[src/rtl/wb_gpio_pkg.sv]
// Shared definitions for the Wishbone GPIO block: register indices and
// byte-lane helpers used by the write path.
package wb_gpio_pkg;

    typedef enum logic [2:0] {
        REG_OUT      = 3'd0,
        REG_IN       = 3'd1,
        REG_RISE_EN  = 3'd2,
        REG_FALL_EN  = 3'd3,
        REG_PENDING  = 3'd4,
        REG_OUT_SET  = 3'd5,
        REG_OUT_CLR  = 3'd6,
        REG_UNMAPPED = 3'd7
    } reg_idx_e;

    // Expand the four byte selects into a 32-bit bit mask.
    function automatic logic [31:0] sel_mask(input logic [3:0] sel);
        logic [31:0] mask;
        for (int b = 0; b < 4; b++) begin
            mask[8*b +: 8] = {8{sel[b]}};
        end
        return mask;
    endfunction

    // Replace only the selected byte lanes of old_word with new_word.
    function automatic logic [31:0] byte_merge(input logic [31:0] old_word,
                                               input logic [31:0] new_word,
                                               input logic [3:0]  sel);
        logic [31:0] mask;
        mask = sel_mask(sel);
        return (old_word & ~mask) | (new_word & mask);
    endfunction

endpackage

[src/rtl/gpio_debounce.sv]
// One input channel: synchroniser chain, counter-based debouncer and
// single-cycle rise/fall strobes that coincide with the debounced update.
module gpio_debounce #(
    parameter int SYNC_STAGES     = 2,
    parameter int DEBOUNCE_CYCLES = 1
) (
    input  logic clk,
    input  logic rst,
    input  logic pin,
    output logic level,
    output logic rise,
    output logic fall
);

    localparam int CW = $clog2(DEBOUNCE_CYCLES + 1);
    localparam logic [CW-1:0] LAST = CW'(DEBOUNCE_CYCLES - 1);

    logic [SYNC_STAGES-1:0] sync_reg;
    logic                   state_reg;
    logic [CW-1:0]          count_reg;
    logic                   synced;
    logic                   differ;
    logic                   accept;

    assign synced = sync_reg[SYNC_STAGES-1];
    assign differ = synced ^ state_reg;
    // The change is accepted on the edge where the counter would pass LAST,
    // so the strobes line up with the state toggle.
    assign accept = differ && (count_reg == LAST);

    assign level = state_reg;
    assign rise  = accept & ~state_reg;
    assign fall  = accept &  state_reg;

    // Shift the asynchronous pin through the synchroniser chain.
    always_ff @(posedge clk) begin
        if (rst) begin
            sync_reg <= '0;
        end else begin
            sync_reg <= {sync_reg[SYNC_STAGES-2:0], pin};
        end
    end

    // Count consecutive disagreeing cycles; any agreement restarts the count.
    always_ff @(posedge clk) begin
        if (rst) begin
            state_reg <= 1'b0;
            count_reg <= '0;
        end else if (accept) begin
            state_reg <= ~state_reg;
            count_reg <= '0;
        end else if (differ) begin
            count_reg <= count_reg + 1'b1;
        end else begin
            count_reg <= '0;
        end
    end

endmodule

[src/rtl/wb_gpio.sv]
// Wishbone GPIO slave: output register with atomic set/clear, debounced
// inputs with enabled edge capture into sticky pending bits, level irq.
module wb_gpio
    import wb_gpio_pkg::*;
#(
    parameter int NIN             = 8,
    parameter int NOUT            = 8,
    parameter int SYNC_STAGES     = 2,
    parameter int DEBOUNCE_CYCLES = 1000000
) (
    input  logic            clk,
    input  logic            rst,
    input  logic            wb_cyc,
    input  logic            wb_stb,
    input  logic            wb_we,
    input  logic [2:0]      wb_adr,
    input  logic [3:0]      wb_sel,
    input  logic [31:0]     wb_dat_i,
    output logic [31:0]     wb_dat_o,
    output logic            wb_ack,
    output logic            wb_stall,
    input  logic [NIN-1:0]  gpio_i,
    output logic [NOUT-1:0] gpio_o,
    output logic            irq
);

    logic [NOUT-1:0] out_reg, out_next;
    logic [NIN-1:0]  rise_en_reg, rise_en_next;
    logic [NIN-1:0]  fall_en_reg, fall_en_next;
    logic [NIN-1:0]  pending_reg, pending_next;
    logic            ack_reg;
    logic [31:0]     dat_reg, dat_next;

    logic [NIN-1:0]  in_state;
    logic [NIN-1:0]  rise;
    logic [NIN-1:0]  fall;
    logic [NIN-1:0]  edge_set;

    logic            req;
    logic            write_en;
    reg_idx_e        adr_idx;
    logic [31:0]     wmask;
    logic [31:0]     out_ext, in_ext, rise_en_ext, fall_en_ext, pending_ext;
    logic [31:0]     out_word, rise_word, fall_word, clr_word, rd_word;
    logic            unused_bits;

    generate
        for (genvar gi = 0; gi < NIN; gi++) begin : g_in
            gpio_debounce #(
                .SYNC_STAGES    (SYNC_STAGES),
                .DEBOUNCE_CYCLES(DEBOUNCE_CYCLES)
            ) u_debounce (
                .clk  (clk),
                .rst  (rst),
                .pin  (gpio_i[gi]),
                .level(in_state[gi]),
                .rise (rise[gi]),
                .fall (fall[gi])
            );
        end
    endgenerate

    assign req      = wb_cyc & wb_stb;
    assign write_en = req & wb_we;
    assign adr_idx  = reg_idx_e'(wb_adr);
    assign wmask    = sel_mask(wb_sel);

    assign out_ext     = 32'(out_reg);
    assign in_ext      = 32'(in_state);
    assign rise_en_ext = 32'(rise_en_reg);
    assign fall_en_ext = 32'(fall_en_reg);
    assign pending_ext = 32'(pending_reg);

    assign edge_set = (rise & rise_en_reg) | (fall & fall_en_reg);

    // Register write decode; hardware edge sets are OR-ed in after the W1C
    // clear so a same-cycle set always survives.
    always_comb begin
        out_word  = out_ext;
        rise_word = rise_en_ext;
        fall_word = fall_en_ext;
        clr_word  = '0;
        if (write_en) begin
            case (adr_idx)
                REG_OUT:     out_word  = byte_merge(out_ext, wb_dat_i, wb_sel);
                REG_RISE_EN: rise_word = byte_merge(rise_en_ext, wb_dat_i, wb_sel);
                REG_FALL_EN: fall_word = byte_merge(fall_en_ext, wb_dat_i, wb_sel);
                REG_PENDING: clr_word  = wb_dat_i & wmask;
                REG_OUT_SET: out_word  = out_ext | (wb_dat_i & wmask);
                REG_OUT_CLR: out_word  = out_ext & ~(wb_dat_i & wmask);
                default:     ;
            endcase
        end
        out_next     = out_word[NOUT-1:0];
        rise_en_next = rise_word[NIN-1:0];
        fall_en_next = fall_word[NIN-1:0];
        pending_next = (pending_reg & ~clr_word[NIN-1:0]) | edge_set;
    end

    // Read mux samples register state in the request cycle; non-reads return 0.
    always_comb begin
        rd_word = '0;
        case (adr_idx)
            REG_OUT:     rd_word = out_ext;
            REG_IN:      rd_word = in_ext;
            REG_RISE_EN: rd_word = rise_en_ext;
            REG_FALL_EN: rd_word = fall_en_ext;
            REG_PENDING: rd_word = pending_ext;
            default:     rd_word = '0;
        endcase
        dat_next = (req && !wb_we) ? rd_word : '0;
    end

    // Bits above NIN/NOUT in the merged words are intentionally dropped.
    assign unused_bits = ^{out_word, rise_word, fall_word, clr_word};

    // Register file and bus response.
    always_ff @(posedge clk) begin
        if (rst) begin
            out_reg     <= '0;
            rise_en_reg <= '0;
            fall_en_reg <= '0;
            pending_reg <= '0;
            ack_reg     <= 1'b0;
            dat_reg     <= '0;
        end else begin
            out_reg     <= out_next;
            rise_en_reg <= rise_en_next;
            fall_en_reg <= fall_en_next;
            pending_reg <= pending_next;
            ack_reg     <= req;
            dat_reg     <= dat_next;
        end
    end

    assign wb_ack   = ack_reg;
    assign wb_dat_o = dat_reg;
    assign wb_stall = 1'b0;
    assign gpio_o   = out_reg;
    assign irq      = |pending_reg;

endmodule

[config.mk]
export PLATFORM = sky130hd
export DESIGN_NAME = wb_gpio
export DESIGN_NICKNAME = d
export VERILOG_FILES = /design/src/rtl/wb_gpio_pkg.sv /design/src/rtl/gpio_debounce.sv /design/src/rtl/wb_gpio.sv
export SDC_FILE = /design/constraint.sdc
export NUM_CORES = 1
export LEC_CHECK = 0
export ABC_AREA = 0
export CAP_MARGIN = 10
export CORE_AREA = 5 5 177 179
export DETAILED_ROUTE_END_ITERATION = 10
export DIE_AREA = 0 0 182 184
export GPL_ROUTABILITY_DRIVEN = 0
export PLACE_DENSITY = 0.51
export SLEW_MARGIN = 40
export SYNTH_ARGS = -nofsm -noshare
export SYNTH_HDL_FRONTEND = slang
export SYNTH_SLANG_ARGS = --single-unit
export TNS_END_PERCENT = 5
[constraint.sdc]
create_clock -name clk -period 3.95 [get_ports clk]
set_clock_uncertainty 0.05 [all_clocks]
set_input_delay 0.5925 -clock clk [delete_from_list [all_inputs] [get_ports clk]]
set_output_delay 0.5925 -clock clk [all_outputs]
set_load 0.01 [all_outputs]
# Word-level counts from Yosys, hierarchy flattened
# Index checks and enable logic that the tools add are counted.
# classes
add_sub_neg,8
eq_ne,14
mux,4
bitwise,60
n_reduce_logical,25
# ops
cell,n
$add 20x1->20 const B,8
$eq 20x20->1 const B,8
$and 8x8->8,8
$or 8x8->8,6
$pmux 8 s5,1
$not 8->8,3
$pmux 8 s3,1
$reduce_or 3->1,8
$and 1x1->1,18
$not 1->1,17
$mux 8,2
$eq 3x3->1 const B,3
$logic_and 1x1->1,9
$reduce_or 8->1,1
$xor 1x1->1,8
$eq 3x2->1 const B,2
$reduce_and 2->1,3
$eq 3x1->1 const B,1
$logic_not 3->1,1
$reduce_bool 3->1,1
$reduce_or 2->1,1
$logic_not 1->1,1
# word_totals
register_bits,249
in_bits,52
output_inout_bits,43
wordCells,141

# Logic depth before layout (Yosys ltp)
# depth
word_depth,6
ltp_mapped,7
depth_no_buf,5

# Hierarchy
# From an unflattened synthesis, not the netlist that was laid out.
# hier_totals
hier_cells,1166
area_unflattened_um2,10441.3
# modules_own_cells
mod,n_inst,cells_each,area_each_um2
gpio_debounce,8,118,1048.5
wb_gpio,1,222,2053.2

# Least setup slack after synthesis
# OpenSTA, ideal clock, no wires.
# synth_path
path_kind,input -> register
startpoint,in wb_adr[2]
endpoint,"reg out_reg[0], in the netlist gpio_o[0]"
t_arrival_ns,2.055
slack_ns,1.728
cell_stages,5
path_buffers,1
cell_sequence,clkbuf_1 nor3_1 a21oi_1 a211o_1 a32o_1
# synth_between
elab_chain_cells,3
# synth_rtl
item,line,rtl
start: declaration,wb_gpio.sv:16,"input logic [2:0] wb_adr,"
$eq 3x3->1 / $logic_not 3->1 (equally long branches),wb_gpio.sv:84,case (adr_idx)
$reduce_bool 3->1 (no line),--,
$reduce_and 2->1 (no line),--,
end signal: assignment,wb_gpio.sv:127,out_reg <= out_next;
end: declaration,wb_gpio.sv:27,"logic [NOUT-1:0] out_reg, out_next;"
# Several ways; a longest one is shown, not always the timed one.
# A chain may end at the register's enable or synchronous reset.

# Worst setup path in the final report
# layout_path
startpoint,reg pending_reg[1]
endpoint,out irq
# layout_between
elab_chain_cells,1
# layout_rtl
item,line,rtl
start: declaration,wb_gpio.sv:30,"logic [NIN-1:0] pending_reg, pending_next;"
start signal: assignment,wb_gpio.sv:130,pending_reg <= pending_next;
$reduce_or 8->1,wb_gpio.sv:140,assign irq = |pending_reg;
end: declaration,wb_gpio.sv:24,output logic irq
# No other way between the ends.

==> flow_summary_export.csv <==
group,metric,value,unit
routing,drt_first_pass_iters,4,
routing,vias_per_cell,4.92,
yosys,yosys_register_bits,225,
routing,wl,22.2,mm
finish,n_antenna_cell,0,
floorplanning,rows,63,
yosys,yosysTopAreaCellShare,0.445,
global_routing,grt_overflow,0,
timing,rsz0062_at_grt,"false",
floorplanning,pin_count,95,
worst_setup_path,crit_arrival,1930,ps
outcome,status,"complete, no violations",
global_routing,track_usage,0.127,
routing,drc_errors,0,
min_path,holdPathStages,2,
routing,vias,7942,
floorplanning,die_h,184,um
worst_setup_path,start_kind,"register",
clock_tree,clk_pin_slew,60,ps
routing,drt-initial-drc-count,374,
yosys,ys_seq_area_frac,0.445,
clock_tree,cts_resized,0,
yosys,mappedNetlistArea,10100,um^2
worst_setup_path,path_max_fanout,3,
timing,setup_viol,0,
worst_setup_path,crit_cells,3,
place,port_buffers,42,
yosys,yosysTopAreaCell,"dfxtp_1",
timing,worst_pin_slew,794,ps
timing,timing.fmax,0.389,GHz
worst_setup_path,worst_ep_required_time,3310,ps
yosys,yosysUniqueCellTypes,51,
routing,ant_nets,0,
power_and_ir_drop,switching_share,0.206,
place,pre_cts_ws,886,ps
yosys,syn_inst,1161,
global_routing,antenna_found_initial,1,
timing,drv_slew,0,
timing,hold_viol,0,
yosys,yosysWarnings,0,
finish,drive_above_1_share,0.0735,
clock_tree,clock_path_buffers,3,
floorplanning,fp.dieW,182,um
worst_setup_path,path_class,"register to output pin",
finish,largest_register_ffs,160,
clock_tree,clock_sinks,225,
global_routing,grt_pass1_vias,7182,
power_and_ir_drop,leakagePower,3.49,nW
yosys,synth_top_flop_cell,"dfxtp_1",
timing,layout_min_cycle_time,2570,ps
worst_setup_path,crit_buf_inv,1,
clock_tree,cts_tree,"built",
finish,final_cells,1615,
worst_setup_path,cp_top_family,"simple AND/OR/NAND/NOR gates",
power_and_ir_drop,ir_drop,0.000259,V
power_and_ir_drop,pwr-share-seq,0.454,
yosys,synth-async-reset-ratio,0,
floorplanning,core,29400,um^2
power_and_ir_drop,pwr-share-clk,0.521,
place,dp_cells,1568,
worst_setup_path,max_stage_delay,520,ps
power_and_ir_drop,combPwrFrac,0.025,
worst_setup_path,crit_chain,"nor4_1 -> nand2_1 -> clkdlybuf4s50_1",
global_routing,grt_pass1_wl,36.2,mm
clock_tree,clk_latency,520,ps
finish,fillers,2937,
worst_setup_path,crit_path_end_kind,"output pin",
clock_tree,cts-buffers-inserted,26,
min_path,min-delay-path-class,"input port to register",
finish,nets,1266,
finish,synthToLayoutAreaGrowth,17.1,%
timing,tns,0,ps
yosys,avgSynthCellArea,8.72,um^2
timing,relSlewSlack,0.470,
clock_tree,cts_setup_buffers,0,
timing,fin_crit_sh,0.651,
clock_tree,ctsHoldBuffers,0,
routing,detail_route.wl_per_cell,13.7,um
place,post-dp-hpwl,15.2,mm
yosys,synth_enable_flop_cells,0,
clock_tree,clock-root-buffer,"clkbuf_16",
global_routing,grt_max_degree,50,
floorplanning,dieArea,33500,um^2
worst_setup_path,critical_path.slowest_cell,"clkdlybuf4s50_1",
flow_run,drv_cap,0,
power_and_ir_drop,switchingPower,1.04,mW
worst_setup_path,worst_r2r_path_depth,5,
power_and_ir_drop,p_per_area,425,nW/um^2
timing,setup_slack,1380,ps
clock_tree,h-tree-depth,1,
floorplanning,initial_core_util,0.345,
yosys,yosys-top-cells-area,"dfxtp_1 (44%), xnor2_1 (7.0%), nor2_1 (5.9%), a21oi_1 (3.4%), mux2i_1 (3.0%)",
power_and_ir_drop,power.internal,4.01,mW
==> layout make-up <==
| type | instances | area, um^2 | area share |
|---|---|---|---|
| Tap cell | 390 | 488 | 0.0411 |
| Timing Repair Buffer | 57 | 528 | 0.0445 |
| Multi-Input combinational cell | 840 | 5170 | 0.436 |
| Inverter | 56 | 210 | 0.0177 |
| Sequential cell | 225 | 4500 | 0.380 |
| Clock buffer | 34 | 762 | 0.0642 |
| Clock inverter | 13 | 198 | 0.0167 |
==> metrics by stage <==
step	power (mW)	hold WS, ps	cell area, um^2	utilization
finish	5.04	296	11900	0.403
global route	5.23	298	11900	0.403
CTS	5.13	294	11900	0.403
detailed placement	2.46	370	10900	0.371
global placement	2.46	369	10900	0.370
floorplan	2.43	364	10200	-
==> synth_stat cells (all sizes together), types with 2 or more instances <==
cell,count
or3,36
nand3,56
a32o,9
nand3b,3
inv,56
xor2,29
nor3b,4
nand4b,2
and3,5
dfxtp,225
xnor2,81
a31o,8
or3b,3
and4,7
a211o,8
clkbuf,24
buf,40
ha,8
nor2,159
nand2b,2
and2,6
or4b,3
a21oi,69
nor3,28
nand4,36
nand2,54
nor4,26
mux2i,30
o21ai,41
or2,7
nor4b,14
o31ai,18
a22oi,7
or4,33
nor2b,19
==> power by group through the flow <==
stage	Combinational [mW]	Clock (mW)	Sequential, mW
2_1_floorplan	0.0879	0	2.34
3_3_place_gp	0.123	0	2.34
3_5_place_dp	0.124	0	2.34
4_1_cts	0.125	2.72	2.29
5_1_grt	0.136	2.81	2.29
6_report	0.124	2.63	2.29
==> logic make-up after synthesis <==
logic type      count (synthesis)  synth area share
compound gates                162            0.0992
xor+xnor                      110            0.0951
fa+ha+maj                       8           0.00988
buf+inv                       120            0.0560
flops                         225             0.445
mux                            31            0.0319
other cells                     1          0.000370
simple gates                  504             0.263
==> layer usage <==
metal	global-route usage	part of all wire	up-vias
met5	0	0.00059	-
met4	0.0321	0.021	2
li1	-	-	4135
met2	0.197	0.43	83
met1	0.181	0.51	3694
met3	0.0275	0.037	28
==> worst paths after layout <==
| check | to | startpoint | slack (ps) |
|---|---|---|---|
| max reg2reg | g_in[0].u_debounce.count_reg[8]$_SDFF_PP0_ | g_in[0].u_debounce.count_reg[0]$_SDFF_PP0_ | 1380 |
| max | irq | pending_reg[1]$_SDFF_PP0_ | 1380 |
| min reg2reg | g_in[5].u_debounce.sync_reg[1]$_SDFF_PP0_ | g_in[5].u_debounce.sync_reg[0]$_SDFF_PP0_ | 380 |
| min | g_in[7].u_debounce.sync_reg[0]$_SDFF_PP0_ | rst | 300 |
==> layout by cell type, fill, tap and decap left out, types with 14 or more instances in the layout <==
cell type	netlist	layout
xor2_1	29	29
dfxtp_1	225	225
nand3_1	54	54
or3_1	36	36
conb_1	1	25
o21ai_0	37	34
nor4_1	26	25
xnor2_1	81	81
clkdlybuf4s50_1	0	41
nor2_1	159	159
buf_4	26	15
nor4b_1	14	14
a21oi_1	69	69
nand4_1	36	36
or4_1	32	32
mux2i_1	30	30
nand2_1	54	54
o31ai_1	18	18
nor3_1	27	27
inv_1	55	55
nor2b_1	19	19
clkbuf_16	0	27
(Power assumes the default switching activity.)
